[src/rtl/irq_ctrl_cpu.sv]
// Interrupt controller with a 4-byte CPU register window: PENDING, ENABLE, EDGE_SEL, VECTOR.
// Define IRQ_CTRL_VECTOR_EN to build the VECTOR priority encoder; otherwise VECTOR reads 0.

module irq_ctrl_cpu_bit (
  input  logic clk_i,
  input  logic reset_i,
  input  logic src_i,
  input  logic edge_sel_i,
  input  logic sel_chg_i,
  input  logic clr_i,
  output logic pend_o
);
  logic s1, s2, s3;

  always_ff @(posedge clk_i or posedge reset_i) begin
    if (reset_i) begin
      s1     <= 1'b0;
      s2     <= 1'b0;
      s3     <= 1'b0;
      pend_o <= 1'b0;
    end else begin
      s1 <= src_i;
      s2 <= s1;
      s3 <= s2;
      // a mode change wipes the bit; in edge mode a new edge beats a same-cycle clear
      if (sel_chg_i)                pend_o <= 1'b0;
      else if (!edge_sel_i)         pend_o <= s2;
      else if (s2 && !s3)           pend_o <= 1'b1;
      else if (clr_i)               pend_o <= 1'b0;
    end
  end
endmodule

module irq_ctrl_cpu #(
  parameter int BaseAddress   = 'h9010,
  parameter int address_width = 16,
  parameter int data_width    = 8,
  parameter int NumSources    = 8
) (
  input  logic                     clk_i,
  input  logic                     reset_i,
  input  logic [address_width-1:0] address_i,
  input  logic [data_width-1:0]    data_i,
  input  logic                     rd_wr_i,
  output logic [data_width-1:0]    data_o,
  input  logic [NumSources-1:0]    irq_src_i,
  output logic                     irq_o
);
  localparam logic [address_width-1:0] BASE = address_width'(BaseAddress);

  logic [address_width-1:0] offset;
  logic                     in_win, wr_en, rd_en;
  logic [1:0]               reg_sel;
  logic [NumSources-1:0]    wdata, pending, enable, edge_sel, clr, sel_chg, masked;
  logic [data_width-1:0]    vector;

  // unsigned wrap makes addresses below BASE land far outside the window
  assign offset  = address_i - BASE;
  assign in_win  = offset < address_width'(4);
  assign wr_en   = in_win && rd_wr_i;
  assign rd_en   = in_win && !rd_wr_i;
  assign reg_sel = offset[1:0];
  assign wdata   = data_i[NumSources-1:0];
  assign clr     = (wr_en && reg_sel == 2'd0) ? wdata : '0;
  assign sel_chg = (wr_en && reg_sel == 2'd2) ? (wdata ^ edge_sel) : '0;
  assign masked  = pending & enable;

  irq_ctrl_cpu_bit u_bit [NumSources-1:0] (
    .clk_i      (clk_i),
    .reset_i    (reset_i),
    .src_i      (irq_src_i),
    .edge_sel_i (edge_sel),
    .sel_chg_i  (sel_chg),
    .clr_i      (clr),
    .pend_o     (pending)
  );

  always_ff @(posedge clk_i or posedge reset_i) begin
    if (reset_i) begin
      enable   <= '0;
      edge_sel <= '0;
    end else if (wr_en) begin
      if (reg_sel == 2'd1) enable   <= wdata;
      if (reg_sel == 2'd2) edge_sel <= wdata;
    end
  end

  always_ff @(posedge clk_i or posedge reset_i) begin
    if (reset_i) irq_o <= 1'b0;
    else         irq_o <= |masked;
  end

`ifdef IRQ_CTRL_VECTOR_EN
  // scan high to low so the lowest set bit is the last assignment
  always_comb begin
    vector = '0;
    for (int i = NumSources - 1; i >= 0; i--) begin
      if (masked[i]) begin
        vector                 = '0;
        vector[data_width-1]   = 1'b1;
        vector[data_width-2:0] = (data_width-1)'(i);
      end
    end
  end
`else
  assign vector = '0;
`endif

  always_ff @(posedge clk_i or posedge reset_i) begin
    if (reset_i) data_o <= '0;
    else if (rd_en) begin
      case (reg_sel)
        2'd0:    data_o <= data_width'(pending);
        2'd1:    data_o <= data_width'(enable);
        2'd2:    data_o <= data_width'(edge_sel);
        default: data_o <= vector;
      endcase
    end
  end
endmodule
[config.mk]
export PLATFORM = sky130hd
export DESIGN_NAME = irq_ctrl_cpu
export DESIGN_NICKNAME = d
export VERILOG_FILES = /design/src/rtl/irq_ctrl_cpu.sv
export SDC_FILE = /design/constraint.sdc
export NUM_CORES = 1
export LEC_CHECK = 0
export ABC_AREA = 1
export BUFFER_PORTS_ARGS = -buffer_cell sky130_fd_sc_hd__buf_2
export CAP_MARGIN = 0
export CORE_MARGIN = 2
export CORE_UTILIZATION = 27
export DETAILED_ROUTE_END_ITERATION = 8
export GPL_ROUTABILITY_DRIVEN = 0
export HOLD_SLACK_MARGIN = 0.1
export SLEW_MARGIN = 40
export SYNTH_ARGS = -nofsm -noshare
export SYNTH_HDL_FRONTEND = slang
export SYNTH_HIERARCHICAL = 1
export SYNTH_SLANG_ARGS = --single-unit
export TNS_END_PERCENT = 50
[constraint.sdc]
create_clock -name clk_i -period 2.5 [get_ports clk_i]
set_clock_uncertainty 0.1 [all_clocks]
set_input_delay 0.5 -clock clk_i [delete_from_list [all_inputs] [get_ports clk_i]]
set_output_delay 0.5 -clock clk_i [all_outputs]
set_load 0.02 [all_outputs]
After elaboration in Yosys (flattened, before gate mapping). Index checks and enable logic that the tools add are counted.

Register bits after elaboration: 57. Input port bits: 35. Output and inout bits: 9. Word-level logic and storage cells: 110.

Add/subtract/negate cells: 1. $lt $le $gt $ge: 1. Eq/ne operators: 10. Muxes and demuxes: 35. Bitwise logic cells: 2. Reductions and logical operators: 25.

Operator list (number): $mux 1 (32); $ne 4x1->1 const B (8); $pmux 8 s3 (1); $lt 16x3->1 const B (1); $mux 8 (2); $sub 16x16->16 const B (1); $logic_and 1x1->1 (12); $logic_not 1->1 (9); $and 8x8->8 (1); $reduce_or 8->1 (1); $xor 8x8->8 (1); $reduce_and 2->1 (2); $eq 2x1->1 const B (1); $eq 2x2->1 const B (1); $logic_not 2->1 (1).

Depth between registers and ports, before layout.
Word-level depth: 9. Mapped depth: 10. Gate-level depth less buffers: 10.

Modules after synthesis. The synthesis kept the hierarchy.

Modules (own cells, without submodules): irq_ctrl_cpu (times used 1, cells each 216, area each 1580.3 um2, seq. area each 625.6 um2); irq_ctrl_cpu_bit (times used 8, cells each 10, area each 128.9 um2, seq. area each 100.1 um2).

Worst setup path before layout. Ideal clock, no wire load.

Kind: input to register. Start point: in address_i[14]. End point: reg u_bit[5].pend_o. Setup time: 120 ps. Arrival: 1294 ps. Slack: 986 ps. Cell stages on the path: 8. Buffers on the path: 0. Cells stage by stage: nor2_2 nand3_2 nor2_8 nand3_4 nor2_1 inv_1 nand3_1 a21oi_2.

Cells in the longest elaborated chain, start to end: 6. Elaborated cells on any way between the ends: 9. Those cells by class: add/sub (1); order compare (1); eq/ne (1); mux (3); reduce/logical (3).

RTL lines: start: declaration (line 42) `input logic [address_width-1:0] address_i,`; $sub 16x16->16 (line 58) `assign offset = address_i - BASE;`; $lt 16x3->1 (line 59) `assign in_win = offset < address_width'(4);`; $logic_and 1x1->1 (line 60) `assign wr_en = in_win && rd_wr_i;`; $logic_and 1x1->1 (line 64) `assign clr = (wr_en && reg_sel == 2'd0) ? wdata : '0;`; $mux 8 (line 64); net clr[5] (line 54) `logic [NumSources-1:0] wdata, pending, enable, edge_sel, clr, sel_chg, masked;`; $ne 4x1->1 (no line); end signal: assignment (line 27) `else if (!edge_sel_i) pend_o <= s2;`; end signal: assignment (line 28) `else if (s2 && !s3) pend_o <= 1'b1;`; end signal: assignment (line 29) `else if (clr_i) pend_o <= 1'b0;`; end: declaration (line 11) `output logic pend_o`.

The timed path passes the listed nets, and every way through them passes these cells. A chain may end at the register's enable or synchronous reset.

Final worst setup path.
Start point: reg data_o[6]. End point: out data_o[6].

RTL lines: start: declaration (line 45) `output logic [data_width-1:0] data_o,`; start signal: assignment (line 113) `2'd0: data_o <= data_width'(pending);`; start signal: assignment (line 114) `2'd1: data_o <= data_width'(enable);`; start signal: assignment (line 115) `2'd2: data_o <= data_width'(edge_sel);`.

No word-level cell between the ends.

==> results <==
- The net count of the finished layout is 382.
- The number of cells upsized or downsized after cts is 0.
- The number of max-cap violations is 0.
- For the pin with the worst max-slew slack, the measured transition is about 0.47 ns.
- Summing the sequential cell areas from Yosys gives 54.6% of the chip area.
- The starting density of the core is roughly 28%.
- The top cell family by delay on the critical path is flip-flops.
- The first global-routing pass estimated 9480 um of wire.
- The worst setup path category is reg2out.
- Measured against its own limit, the worst slew margin works out to about two thirds.
- The number of nets in the synthesized netlist is around 330.
- The CTS H-tree depth is 3.
- The max-slew violation count came to 0.
- Buffers added to address setup during post-CTS repair amount to 0.
- The launching element type of the critical path is a flop.
- The first TritonRoute pass finished after 4 iterations.
- In this run the cell area measured after placement is between 2000 and 3000 sq um.
- The hold-fix buffer count after cts is 1.
- Buffers inserted during clock tree synthesis total 9.
- Of the cells placed in the final design, the portion with a size suffix greater than 1 is 25.3%.
- For this run, design rule violations remaining after detail routing come to 0.
- Relative to the synthesized area, the layout overhead comes to 22.7%.
- TritonCTS built the clock tree.
- STA puts the critical path data required time at between 1.5 and 2 ns.
- The data arrival time at the worst-slack endpoint is 0.88 ns.
- The routed design could run at a clock period as short as 1.48 ns.
- The static power due to leakage is approximately 1.7 nW.
- The floorplan step defined a die boundary enclosing between 10000 and 15000 sq um.
- The post-CTS clock slew at the launch and capture registers of the worst setup and hold paths is approximately 0.070 ns.
- The mean instance size in the synthesized netlist is roughly 8.8 sq um.
- The slowest stage of the critical path is the dfrtp_1 cell.
- Measured along the x axis, the die boundary spans 102 um.
- The number of buffers added on ports is 43.
- The internal reg-to-reg setup slack is around 1.4 ns.
- The hold violation count in the final report was 0.
- The area of the mapped netlist is about 2600 sq um.
- The root buffer cell chosen for the clock tree is clkbuf_8.
- The clock latency reported for the late side of the worst-skew pair is approximately 0.34 ns.
- Setup violations remaining at the end of the flow were counted as 0.
- The worst setup path is captured at an output pin.
- Along the worst path, the maximum fanout reaches 2.
- In this run, the number of DRC markers left after iteration 0 of detailed routing was 104.
- The share of the cycle needed by the critical path after routing is ~59%.
- For this run, the slowest stage of the critical path takes 0.38 ns.
- Synthesis inferred 57 register bits.
- The number of buffers and inverters on the critical path is 1.
- In this run the remaining antenna-violating nets after routing total 0.
- The largest buffer count on any clock path is 2.
- The initial antenna violation count is 0.
- Setup repair after global routing left no endpoint under its margin.
- The sum of overflow across all layers after global routing is 0.
- The ratio of total power to cell area is between 600 and 700 nW/um^2.
- The via count of the first global-routing pass is around 2000.
- The worst-case IR drop observed on VDD is between 0.3 and 0.4 mV.
- For this design the top-level I/O count stands at 44.
- Summed over all failing endpoints, the final setup total negative slack is 0 ns.
- Global routing used about an eighth of the available tracks.
- Summing all non-filler instances in the final layout gives an area of between 3000 and 4000 sq um.
- The cell count after synthesis is just under 300.
- After detailed routing, the average wire length per cell comes to 11.6 um.
- Dividing the detail-routed via count by the number of cells gives 4.27.
- Summed over all nets, the half-perimeter wirelength after detailed placement is 3980 um.
- The clock net in this run drives a total of 57 sinks.
- Measured on the finished design, the core utilization comes to 34.4%.
- The total via count in the routed design is just over 2000.
- The min-delay analysis places its worst path in the category in2reg.
- The vertical die dimension is between 100 and 150 um.
- The number of antenna diodes in the final layout is 0.
- The signal on the critical path passes through buf_2.
- Yosys printed 6 warnings.
- The total core area is 9330 sq um.
- The routed wire length is 5590 um.
- The flow ran to the end, and the final reports show no timing, DRC or antenna violations.
- Based on the critical path, the design can be clocked at up to just under 700 MHz.
- The floorplan row count is 35.
- The synthesized netlist contains 22 unique library cells.
- The maximum number of pins on one net before global-route repair is 26.
## state kept, by name (all words and copies together), names as in the netlist
| signal | flops |
|---|---|
| u_bit/s3 | 8 |
| u_bit/s2 | 8 |
| irq_o | 1 |
| edge_sel | 8 |
| data_o | 8 |
| enable | 8 |
| u_bit/pend_o | 8 |
| u_bit/s1 | 8 |
## path summary, 6_finish.rpt
| check | from | end | cells after the start |
|---|---|---|---|
| setup / recovery | data_o[6]$_DFFE_PP0P_ | data_o[6] | 1 |
| hold / removal | irq_src_i[2] | u_bit[2]/s1$_DFF_PP0_ | 1 |
| setup reg to reg | edge_sel[7]$_DFFE_PP0P_ | u_bit[7]/pend_o$_DFFE_PP0P_ | 3 |
| hold reg to reg | u_bit[3]/s1$_DFF_PP0_ | u_bit[3]/s2$_DFF_PP0_ | 0 |
| max in group asynchronous | reset_i | data_o[5]$_DFFE_PP0P_ | 4 |
| min in group asynchronous | reset_i | u_bit[0]/pend_o$_DFFE_PP0P_ | 3 |
## layer usage
layer | up-vias | share of wire, % | global-route usage, %
li1 | 1034 | - | -
met1 | 962 | 47 | 14.9
met2 | 48 | 46 | 19.3
met3 | 8 | 5.0 | 4.04
met4 | 0 | 1.7 | 4.92
met5 | - | 0 | 0
## where the power goes
part           internal (mW)  switching [mW]  total (mW)
combinational         0.0429          0.0772       0.120
clock                  0.683           0.363        1.05
sequential             0.949          0.0131       0.962
total                   1.68           0.453        2.13
## through the flow
| step | total power [mW] | setup WS [ns] | instances | hold WS, ns |
|---|---|---|---|---|
| 2_1_floorplan | 1.04 | 0.986 | 296 | 0.166 |
| 3_3_place_gp | 1.10 | 0.695 | 464 | 0.231 |
| 3_5_place_dp | 1.10 | 0.661 | 464 | 0.235 |
| 4_1_cts | 2.16 | 1.00 | 481 | 0.145 |
| 5_1_grt | 2.21 | 0.909 | 481 | 0.140 |
| 6_report | 2.13 | 1.02 | 481 | 0.163 |
## layout by cell type, fill, tap and decap left out
| cell type | synthesis | layout |
|---|---|---|
| xnor2_1 | 7 | 7 |
| clkbuf_8 | 0 | 10 |
| nand4_2 | 1 | 1 |
| clkinv_2 | 0 | 3 |
| nor2_2 | 4 | 4 |
| nor2_8 | 1 | 1 |
| buf_4 | 2 | 3 |
| nand4_4 | 1 | 1 |
| nand3_4 | 1 | 1 |
| nand2_1 | 103 | 103 |
| bufinv_16 | 0 | 3 |
| inv_1 | 33 | 33 |
| buf_2 | 2 | 43 |
| nand2_2 | 2 | 2 |
| or2_2 | 1 | 1 |
| nand3_2 | 1 | 1 |
| inv_2 | 4 | 4 |
| a221oi_1 | 2 | 2 |
| dfrtp_1 | 57 | 57 |
| nand3_1 | 24 | 24 |
| nor2_1 | 20 | 20 |
| nand4_1 | 16 | 16 |
| dlygate4sd3_1 | 0 | 1 |
| a21oi_2 | 9 | 9 |
| nor2_4 | 2 | 2 |
## cells by family after synthesis
group | Yosys count | synth area share, %
flops | 57 | 54.6
buf+inv | 44 | 7.57
simple gates | 177 | 31.8
xor+xnor | 7 | 2.35
compound gates | 11 | 3.69
## cell usage after synthesis
| library cell | instances | area (sq um) |
|---|---|---|
| nor2_4 | 2 | 22.5 |
| nand3_1 | 24 | 120 |
| nor2_2 | 4 | 25.0 |
| nand2_2 | 2 | 12.5 |
| nand4_4 | 1 | 21.3 |
| nand4_1 | 16 | 100 |
| buf_6 | 3 | 33.8 |
| inv_1 | 33 | 124 |
| xnor2_1 | 7 | 61.3 |
| buf_4 | 2 | 15.0 |
| inv_2 | 4 | 15.0 |
| nand4_2 | 1 | 12.5 |
| a221oi_1 | 2 | 17.5 |
| a21oi_2 | 9 | 78.8 |
| dfrtp_1 | 57 | 1430 |
| nand3_2 | 1 | 10.0 |
| nand3_4 | 1 | 17.5 |
| nor2_1 | 20 | 75.1 |
| nor2_8 | 1 | 20.0 |
| or2_2 | 1 | 6.26 |
| nand2_1 | 103 | 387 |
| buf_2 | 2 | 10.0 |
## final cells by class
cell class,instances,area [sq um]
Clock buffer,10,138
Tap cell,129,161
Inverter,37,139
Timing Repair Buffer,47,248
Clock inverter,6,105
Sequential cell,57,1430
Multi-Input combinational cell,195,987
Fill cell,989,6120
(Power assumes the default switching activity.)
